==> src/rtl/mem_port_arbiter.sv <==
`default_nettype none
// +--------------------------------------------------------------------------+
// | mem_port_arbiter: three-requester arbiter in front of a single-port RAM.  |
// | Optional round-robin priority when ARB_ROUND_ROBIN_EN is defined.         |
// | Revision: 1.0                                                             |
// +--------------------------------------------------------------------------+
module mem_port_arbiter #(
  parameter int RAM_LAT = 2
) (
  input  logic        clk,
  input  logic        rst_n,
  input  logic        if_req,
  input  logic [2:0]  if_addr,
  input  logic        mem_req,
  input  logic        mem_we,
  input  logic [2:0]  mem_addr,
  input  logic [15:0] mem_wdata,
  input  logic        out_req,
  input  logic [2:0]  out_addr,
  output logic        if_gnt,
  output logic        mem_gnt,
  output logic        out_gnt,
  output logic        if_valid,
  output logic        mem_valid,
  output logic        out_valid,
  output logic [15:0] rdata,
  output logic        ram_en,
  output logic        ram_we,
  output logic [2:0]  ram_addr,
  output logic [15:0] ram_wdata,
  input  logic [15:0] ram_rdata,
  output logic        busy
);

  typedef enum logic [1:0] {
    IDLE = 2'd0,
    WAIT = 2'd1,
    RESP = 2'd2
  } state_t;

  localparam logic [1:0] LAST_WAIT = 2'(RAM_LAT - 1);

  state_t      state_q, state_d;
  logic [2:0]  win_q, win_d;      // one-hot winner: bit0 mem, bit1 if, bit2 out
  logic [2:0]  addr_q, addr_d;
  logic        we_q, we_d;
  logic [15:0] wdata_q, wdata_d;
  logic [1:0]  cnt_q, cnt_d;
  logic [15:0] rdata_q, rdata_d;

  logic [2:0]  req_vec;
  logic [2:0]  pick_vec;
  logic [1:0]  first_idx;

  // Scan from lowest to highest priority so the highest requester overwrites.
  function automatic logic [2:0] pick(input logic [2:0] req, input logic [1:0] first);
    logic [2:0] g;
    logic [2:0] s;
    g = 3'b000;
    for (int i = 2; i >= 0; i--) begin
      s = {1'b0, first} + 3'(i);
      if (s > 3'd2) s = s - 3'd3;
      if (req[s[1:0]]) g = 3'b001 << s[1:0];
    end
    return g;
  endfunction

  assign req_vec  = {out_req, if_req, mem_req};
  assign pick_vec = pick(req_vec, first_idx);

`ifdef ARB_ROUND_ROBIN_EN
  logic [1:0] ptr_q, ptr_d;

  assign first_idx = ptr_q;

  always_comb begin
    ptr_d = ptr_q;
    if (state_q == IDLE && |req_vec) begin
      ptr_d = pick_vec[0] ? 2'd1 : (pick_vec[1] ? 2'd2 : 2'd0);
    end
  end

  always_ff @(posedge clk or negedge rst_n) begin
    if (!rst_n) ptr_q <= 2'd0;
    else        ptr_q <= ptr_d;
  end
`else
  assign first_idx = 2'd0;
`endif

  always_comb begin
    state_d = state_q;
    win_d   = win_q;
    addr_d  = addr_q;
    we_d    = we_q;
    wdata_d = wdata_q;
    cnt_d   = cnt_q;
    rdata_d = rdata_q;
    case (state_q)
      IDLE: begin
        if (|req_vec) begin
          win_d   = pick_vec;
          we_d    = pick_vec[0] & mem_we;
          wdata_d = mem_wdata;
          addr_d  = pick_vec[0] ? mem_addr : (pick_vec[1] ? if_addr : out_addr);
          cnt_d   = 2'd0;
          state_d = WAIT;
        end
      end
      WAIT: begin
        if (cnt_q == LAST_WAIT) begin
          if (!we_q) rdata_d = ram_rdata;
          state_d = RESP;
        end else begin
          cnt_d = cnt_q + 2'd1;
        end
      end
      RESP:    state_d = IDLE;
      default: state_d = IDLE;
    endcase
  end

  always_ff @(posedge clk or negedge rst_n) begin
    if (!rst_n) begin
      state_q <= IDLE;
      win_q   <= 3'b000;
      addr_q  <= 3'd0;
      we_q    <= 1'b0;
      wdata_q <= 16'd0;
      cnt_q   <= 2'd0;
      rdata_q <= 16'd0;
    end else begin
      state_q <= state_d;
      win_q   <= win_d;
      addr_q  <= addr_d;
      we_q    <= we_d;
      wdata_q <= wdata_d;
      cnt_q   <= cnt_d;
      rdata_q <= rdata_d;
    end
  end

  // Outputs decode straight from state so reset clears them without a clock.
  assign busy   = (state_q != IDLE);
  assign ram_en = (state_q == WAIT) && (cnt_q == 2'd0);
  assign ram_we = ram_en & we_q;
  assign ram_addr  = addr_q;
  assign ram_wdata = wdata_q;
  assign rdata     = rdata_q;
  assign {out_gnt, if_gnt, mem_gnt}       = win_q & {3{state_q != IDLE}};
  assign {out_valid, if_valid, mem_valid} = win_q & {3{state_q == RESP}};

endmodule
`default_nettype wire

==> config.mk <==
export PLATFORM = sky130hd
export DESIGN_NAME = mem_port_arbiter
export DESIGN_NICKNAME = d
export VERILOG_FILES = /design/src/rtl/mem_port_arbiter.sv
export SDC_FILE = /design/constraint.sdc
export NUM_CORES = 1
export LEC_CHECK = 0
export BUFFER_PORTS_ARGS = -buffer_cell sky130_fd_sc_hd__buf_2
export CAP_MARGIN = 20
export CORE_ASPECT_RATIO = 1.2
export CORE_MARGIN = 3
export CORE_UTILIZATION = 40
export DETAILED_ROUTE_END_ITERATION = 8
export PLACE_DENSITY = 0.76
export SYNTH_ARGS = -nofsm -noshare
export SYNTH_HDL_FRONTEND = slang
export SYNTH_SLANG_ARGS = --single-unit
==> constraint.sdc <==
create_clock -name clk -period 2.1 [get_ports clk]
set_clock_uncertainty 0.2 [all_clocks]
set_input_delay 0.525 -clock clk [delete_from_list [all_inputs] [get_ports clk]]
set_output_delay 0.525 -clock clk [all_outputs]
set_load 0.02 [all_outputs]
==> flow_summary.ini, run 1 <==
[sta]
fin_crit_sh_pct = 97.2
fmax_ghz = 0.490
final.min_clock_period_ns = 2.04
finalHoldViolCount = 0
drv_slew = 0
tightest_slew_ns = 0.553
setup_violations = 0
rsz0062_at_grt = true
maxSlewHeadroom_pct = 62.7

[flow_run]
max_cap_viol_count = 0

[placed_design]
dp_cells = 280
place.gp.congestion = 0.760
io_buffers = 90
hpwl_mm = 3.10

[global_route]
overflow = 0
grt_pass1_vias = 1338
antenna_found_initial = 0
grt_pass1_wl_mm = 6.73
track_usage_pct = 15.2
grt_max_degree = 44

[pwr]
power.total_mw = 4.44
max-vdd-ir-drop_uv = 935
leakagePower_nw = 1.31
intPower_mw = 2.72
clockPowerShare_pct = 11.5
power_density_mw_per_mm2 = 1710
combPwrFrac_pct = 54.4
seqPwrFrac_pct = 34.0
swShare_pct = 38.7
p_sw_mw = 1.72

[finish]
multi_input_area_sq_um = 781
final_cells = 292
final-seq-area_sq_mm = 0.00108
fin_nets = 283
final_util_pct = 56.2
drive_gt1_share_pct = 63.7
syn_to_final_growth_pct = 34.3
antenna_cells = 0
fillers = 404

[floorplanning]
start_util_pct = 41.8
die_w_um = 69.5
die_h_um = 82.2
floorplan.die_area_sq_mm = 0.00572
placementRows = 27
coreArea_sq_mm = 0.00463
boundaryPins = 91

[run_status]
status = finished, final reports clean

[synth]
async_flop_share_pct = 100
netlist_instances = 134
synth_top_area_share_pct = 55.6
synth_commonest_cells = 43 x dfrtp_1, 20 x mux2_4, 13 x mux2_2
netlist_area_sq_mm = 0.00194
netlist-cell-type-count = 25
synth_largest_area_cell = dfrtp_1
synth.net_count = 183
yosys.cell_count.top_type = dfrtp_1
synthTopCellsByArea = dfrtp_1 56%, mux2_4 16%, mux2_2 7.6%, and2_1 2.6%, o21ai_0 2.6%
synthFlopType = dfrtp_1
synth_seq_cells = 43
yosysWarnings = 0
synth_edf_count = 0
yosysSeqAreaShare_pct = 55.6
syn_area_per_cell_sq_um = 14.5

[drt]
firstDrtPassIters = 4
drc = 0
vias = 1401
vias_per_cell = 4.80
wl_per_cell_um = 14.5
drt_iter0_markers = 72
finalWirelength_mm = 4.24
final_antenna_net_count = 0

[critical_path]
r2r_slack_ns = 0.12
cp.arrival_ns = 1.32
startpoint_type = flop
crit_required_ns = 1.37
critical_path_class = flop to output port
r2r-start = state_q[0]
endpoint_kind = output port
worst-path-max-fanout = 5
reg2reg_depth = 7
r2r_end = ram_wdata[3]

[hold_path]
hold_path.class = input pin to asynchronous set/reset pin

[clock_network]
cts_buffer_depth = 2
clock_latency_ns = 0.29
cts_sinks = 43
htree_num_levels = 2
cts_root_buffer = clkbuf_8
cts_made_buffers = 5
clkTransAtPathRegs_ns = 0.08
cts_tree = built
hold_buffers = 0
## through the flow
| step | worst slack [ns] | hold slack, ns | instance area, sq um | setup TNS [ns] |
|---|---|---|---|---|
| 6_report | 0.0584 | 0.0971 | 2600 | 0 |
| 5_1_grt | -0.0127 | 0.138 | 2600 | -0.0499 |
| 4_1_cts | 0.00384 | 0.116 | 2570 | 0 |
| 3_5_place_dp | 0.195 | 0.288 | 2450 | 0 |
| 3_3_place_gp | 0.213 | 0.285 | 2450 | 0 |
| 2_1_floorplan | 0.102 | 0.0294 | 1940 | 0 |
## cells in the final DEF (no fill, tap or decap), types with 2 or more instances in the layout
master,n
inv_1,4
mux2_2,13
nor2_1,3
buf_12,2
a21oi_1,2
dfrtp_1,41
buf_4,6
ha_1,2
o31ai_1,3
nor2b_1,5
and2_4,3
nor2_4,2
o21ai_0,10
clkbuf_8,6
buf_2,87
and2_1,5
mux2_4,20
buf_6,3
dfrtp_2,2
a211oi_1,3
## state kept, by name (all words and copies together), names as in the netlist
| signal | flops |
|---|---|
| ram_wdata | 16 |
| rdata | 16 |
| ram_addr | 3 |
| win_q | 3 |
| cnt_q | 2 |
| state_q | 2 |
| we_q | 1 |
## metal layers
layer / track usage, % / up-vias / wire length [um] / share of wire (%)
met4: 6.05 / 0 / 71 / 1.7
met2: 25.6 / 56 / 2230 / 53
met1: 18.3 / 672 / 1670 / 39
met5: 0 / - / 0 / 0
met3: 4.96 / 7 / 272 / 6.4
li1: - / 666 / - / -
## how the worst max path moves through the flow
| stage | start | end | slack [ns] | cells past startpoint |
|---|---|---|---|---|
| 3_3_place_gp | state_q[0] | mem_gnt | 0.21 | 4 |
| 4_1_cts | state_q[1] | if_gnt | 0.004 | 4 |
| 3_5_place_dp | state_q[0] | mem_gnt | 0.19 | 4 |
| 6_report | state_q[0] | if_gnt | 0.06 | 4 |
| 5_1_grt | state_q[0] | out_gnt | -0.01 | 4 |
| 2_1_floorplan | state_q[1] | if_gnt | 0.10 | 4 |
## power groups by stage
stage               Sequential [mW]  Clock [mW]  Combinational [mW]
CTS                            1.51       0.539                2.38
finish                         1.51       0.512                2.41
global placement               1.49           0                2.24
floorplan                      1.92           0                1.19
global route                   1.57       0.574                2.57
detailed placement             1.51           0                2.29
## kinds of logic (layout without fill, tap and decap cells)
logic type	Yosys count	count (layout)	share of synthesized area [%]
AO/OA/AOI/OAI	21	21	6.85
multiplexers	33	33	23.1
flip-flops	43	43	55.6
adder cells (fa/ha/maj)	2	2	1.29
buffers and inverters	11	111	4.52
AND/OR/NAND/NOR	24	24	8.72
## area by class of cell
class / count / share of cell area, %
sequential: 43 / 41.5
timing repair inverter: 1 / 0.192
inverter: 5 / 0.866
timing repair buffer: 98 / 21.3
clock inverter: 1 / 0.192
tap: 58 / 2.79
multi-input combinational: 80 / 30.0
clock buffer: 6 / 3.17
## critical path: stages, from the launching register on
cell and delay [ns]:
dfrtp_2 0.45, nor2_4 0.15, clkinvlp_4 0.15, and2_4 0.16, buf_6 0.12
## timing repair
action,in CTS,in global routing
setup buffers,4,0
endpoints found under the setup margin,3,5
pin swaps,1,4
cloned,1,0
gates resized for setup,2,10
Note: power is estimated with default switching activity, not from simulation.
==> run 2, diff against run 1 <==
==> constraint.sdc (replaced) <==
create_clock -name clk -period 1.93 [get_ports clk]
set_clock_uncertainty 0.2 [all_clocks]
set_input_delay 0.4825 -clock clk [delete_from_list [all_inputs] [get_ports clk]]
set_output_delay 0.4825 -clock clk [all_outputs]
set_load 0.02 [all_outputs]
==> flow_summary.ini, run 2 (synthesis gave the netlist of run 1 again) <==
[finish]
layout_commonest_cell = buf_2
fin_nets = 289
antenna_cells = 0
most-common-layout-cells = 85 x buf_2, 41 x dfrtp_1, 23 x mux2_4, 12 x buf_4
drive_gt1_share_pct = 66.4
syn_to_final_growth_pct = 42.1
fin_area_sq_mm = 0.00275

[drt]
drt_iter0_markers = 53
vias_per_cell = 4.80
firstDrtPassIters = 4
finalWirelength_mm = 4.42
drc = 0
wl_per_cell_um = 14.8
vias = 1434
final_antenna_net_count = 0

[pwr]
max-vdd-ir-drop_uv = 1140
power_density_mw_per_mm2 = 1920
leakagePower_nw = 1.38

[critical_path]
cpPeakStageDelay_ns = 0.45
cp.arrival_ns = 1.24
endpoint = out_gnt
r2r_slack_ns = 0.04
r2r_end = ram_wdata[1]
cp_num_buf_inv = 2
critical_path_class = flop to output port
crit_required_ns = 1.25
r2r-start = state_q[0]
endpoint_kind = output port
worstSetupStartpoint = state_q[0]
critPathTopFamily = flip-flops
crit_slowest_cell = dfrtp_2
reg2reg_depth = 7
crit_chain = nor2_4 > inv_4 > and2_4 > buf_6
worst-path-max-fanout = 6
startpoint_type = flop
cp_num_cells = 4

[floorplanning]
die_h_um = 82.2
placementRows = 27
floorplan.die_area_sq_mm = 0.00572
start_util_pct = 41.8
coreArea_sq_mm = 0.00463
die_w_um = 69.5
boundaryPins = 91

[global_route]
overflow = 0
track_usage_pct = 15.0
grt_pass1_vias = 1421
grt_pass1_wl_mm = 6.78
antenna_found_initial = 0
grt_max_degree = 27

[clock_network]
clock_latency_ns = 0.28
cts_buffer_depth = 2
cts_tree = built
htree_num_levels = 2
cts_made_buffers = 5
cts_sinks = 43
clkTransAtPathRegs_ns = 0.08
cts_root_buffer = clkbuf_8

[sta]
drv_slew = 0
tightest_slew_ns = 0.413
finalHoldViolCount = 0
final.min_clock_period_ns = 1.92
rsz0062_at_grt = true
fmax_ghz = 0.521
fin_crit_sh_pct = 99.4
maxSlewHeadroom_pct = 72.5
setup_violations = 0
tns_ns = 0

[placed_design]
placed_cell_area_sq_mm = 0.00247
io_buffers = 90
hpwl_mm = 3.21
place.gp.congestion = 0.760

[hold_path]
hold_path.class = input pin to flop

[run_status]
status = finished, final reports clean

[flow_run]
max_cap_viol_count = 0
==> run 2: changes by cell type in the layout (fill, tap and decap cells not counted), sizes merged <==
cell and change:
clkbuf -1, clkinvlp -1, bufinv +2, inv +1
dlygate4sd3 +1, buf +6, clkinv -1
==> run 2: worst min-delay path by stage <==
stage | slack, ns | to | from | depth (start not counted)
floorplan | -0.01 | cnt_q[0] | rst_n | 0
global route | 0.21 | ram_wdata[0] | mem_wdata[0] | 2
CTS | 0.21 | ram_wdata[9] | mem_wdata[9] | 2
finish | 0.22 | ram_wdata[9] | mem_wdata[9] | 2
detailed placement | 0.24 | ram_wdata[13] | rst_n | 1
global placement | 0.24 | ram_wdata[13] | rst_n | 1
==> run 2: layer usage <==
metal	vias up	global-route usage [%]	wire (um)
met5	-	0	0
met4	0	3.52	23
met3	2	4.12	233
met1	705	18.4	1710
li1	678	-	-
met2	49	26.6	2460
==> run 2: where the power goes <==
part	total (mW)	internal [mW]	switching [mW]
logic	2.83	1.46	1.37
registers	1.64	1.37	0.274
clock network	0.817	0.516	0.301
total	5.28	3.34	1.94
==> run 2: area by class of cell <==
type | count | area, sq um
Fill cell | 373 | 1880
Sequential cell | 43 | 1080
Inverter | 5 | 21.3
Tap cell | 58 | 72.6
Timing Repair Buffer | 105 | 631
Clock inverter | 3 | 67.6
Multi-Input combinational cell | 80 | 812
Clock buffer | 5 | 68.8
==> run 2: worst reg2reg max path: cells and delay by family (launching register included) <==
kind                   cells  cell delay, ns
flip-flops                 1            0.45
multiplexers               1            0.35
AND/OR/NAND/NOR            2            0.28
buffers and inverters      4            0.51
==> run 2: metrics by stage <==
stage	cells	hold slack, ns	total power [mW]	worst slack, ns	util (%)
after detailed placement	282	0.240	4.16	0.141	53.4
after global placement	282	0.239	4.10	0.163	53.4
after global routing	299	0.205	5.61	-0.0437	59.4
after floorplan	134	-0.0131	3.39	0.112	-
final	299	0.222	5.28	0.0111	59.4
after CTS	295	0.211	5.11	0.00252	57.7
==> run 2: repair_timing <==
| item | in CTS | in global routing |
|---|---|---|
| pin swaps | 1 | 2 |
| setup buffers | 4 | 4 |
| hold endpoints to repair | 17 | 0 |
| endpoints found under the setup margin | 8 | 8 |
| hold buffers | 1 | 0 |
| gates resized for setup | 9 | 16 |
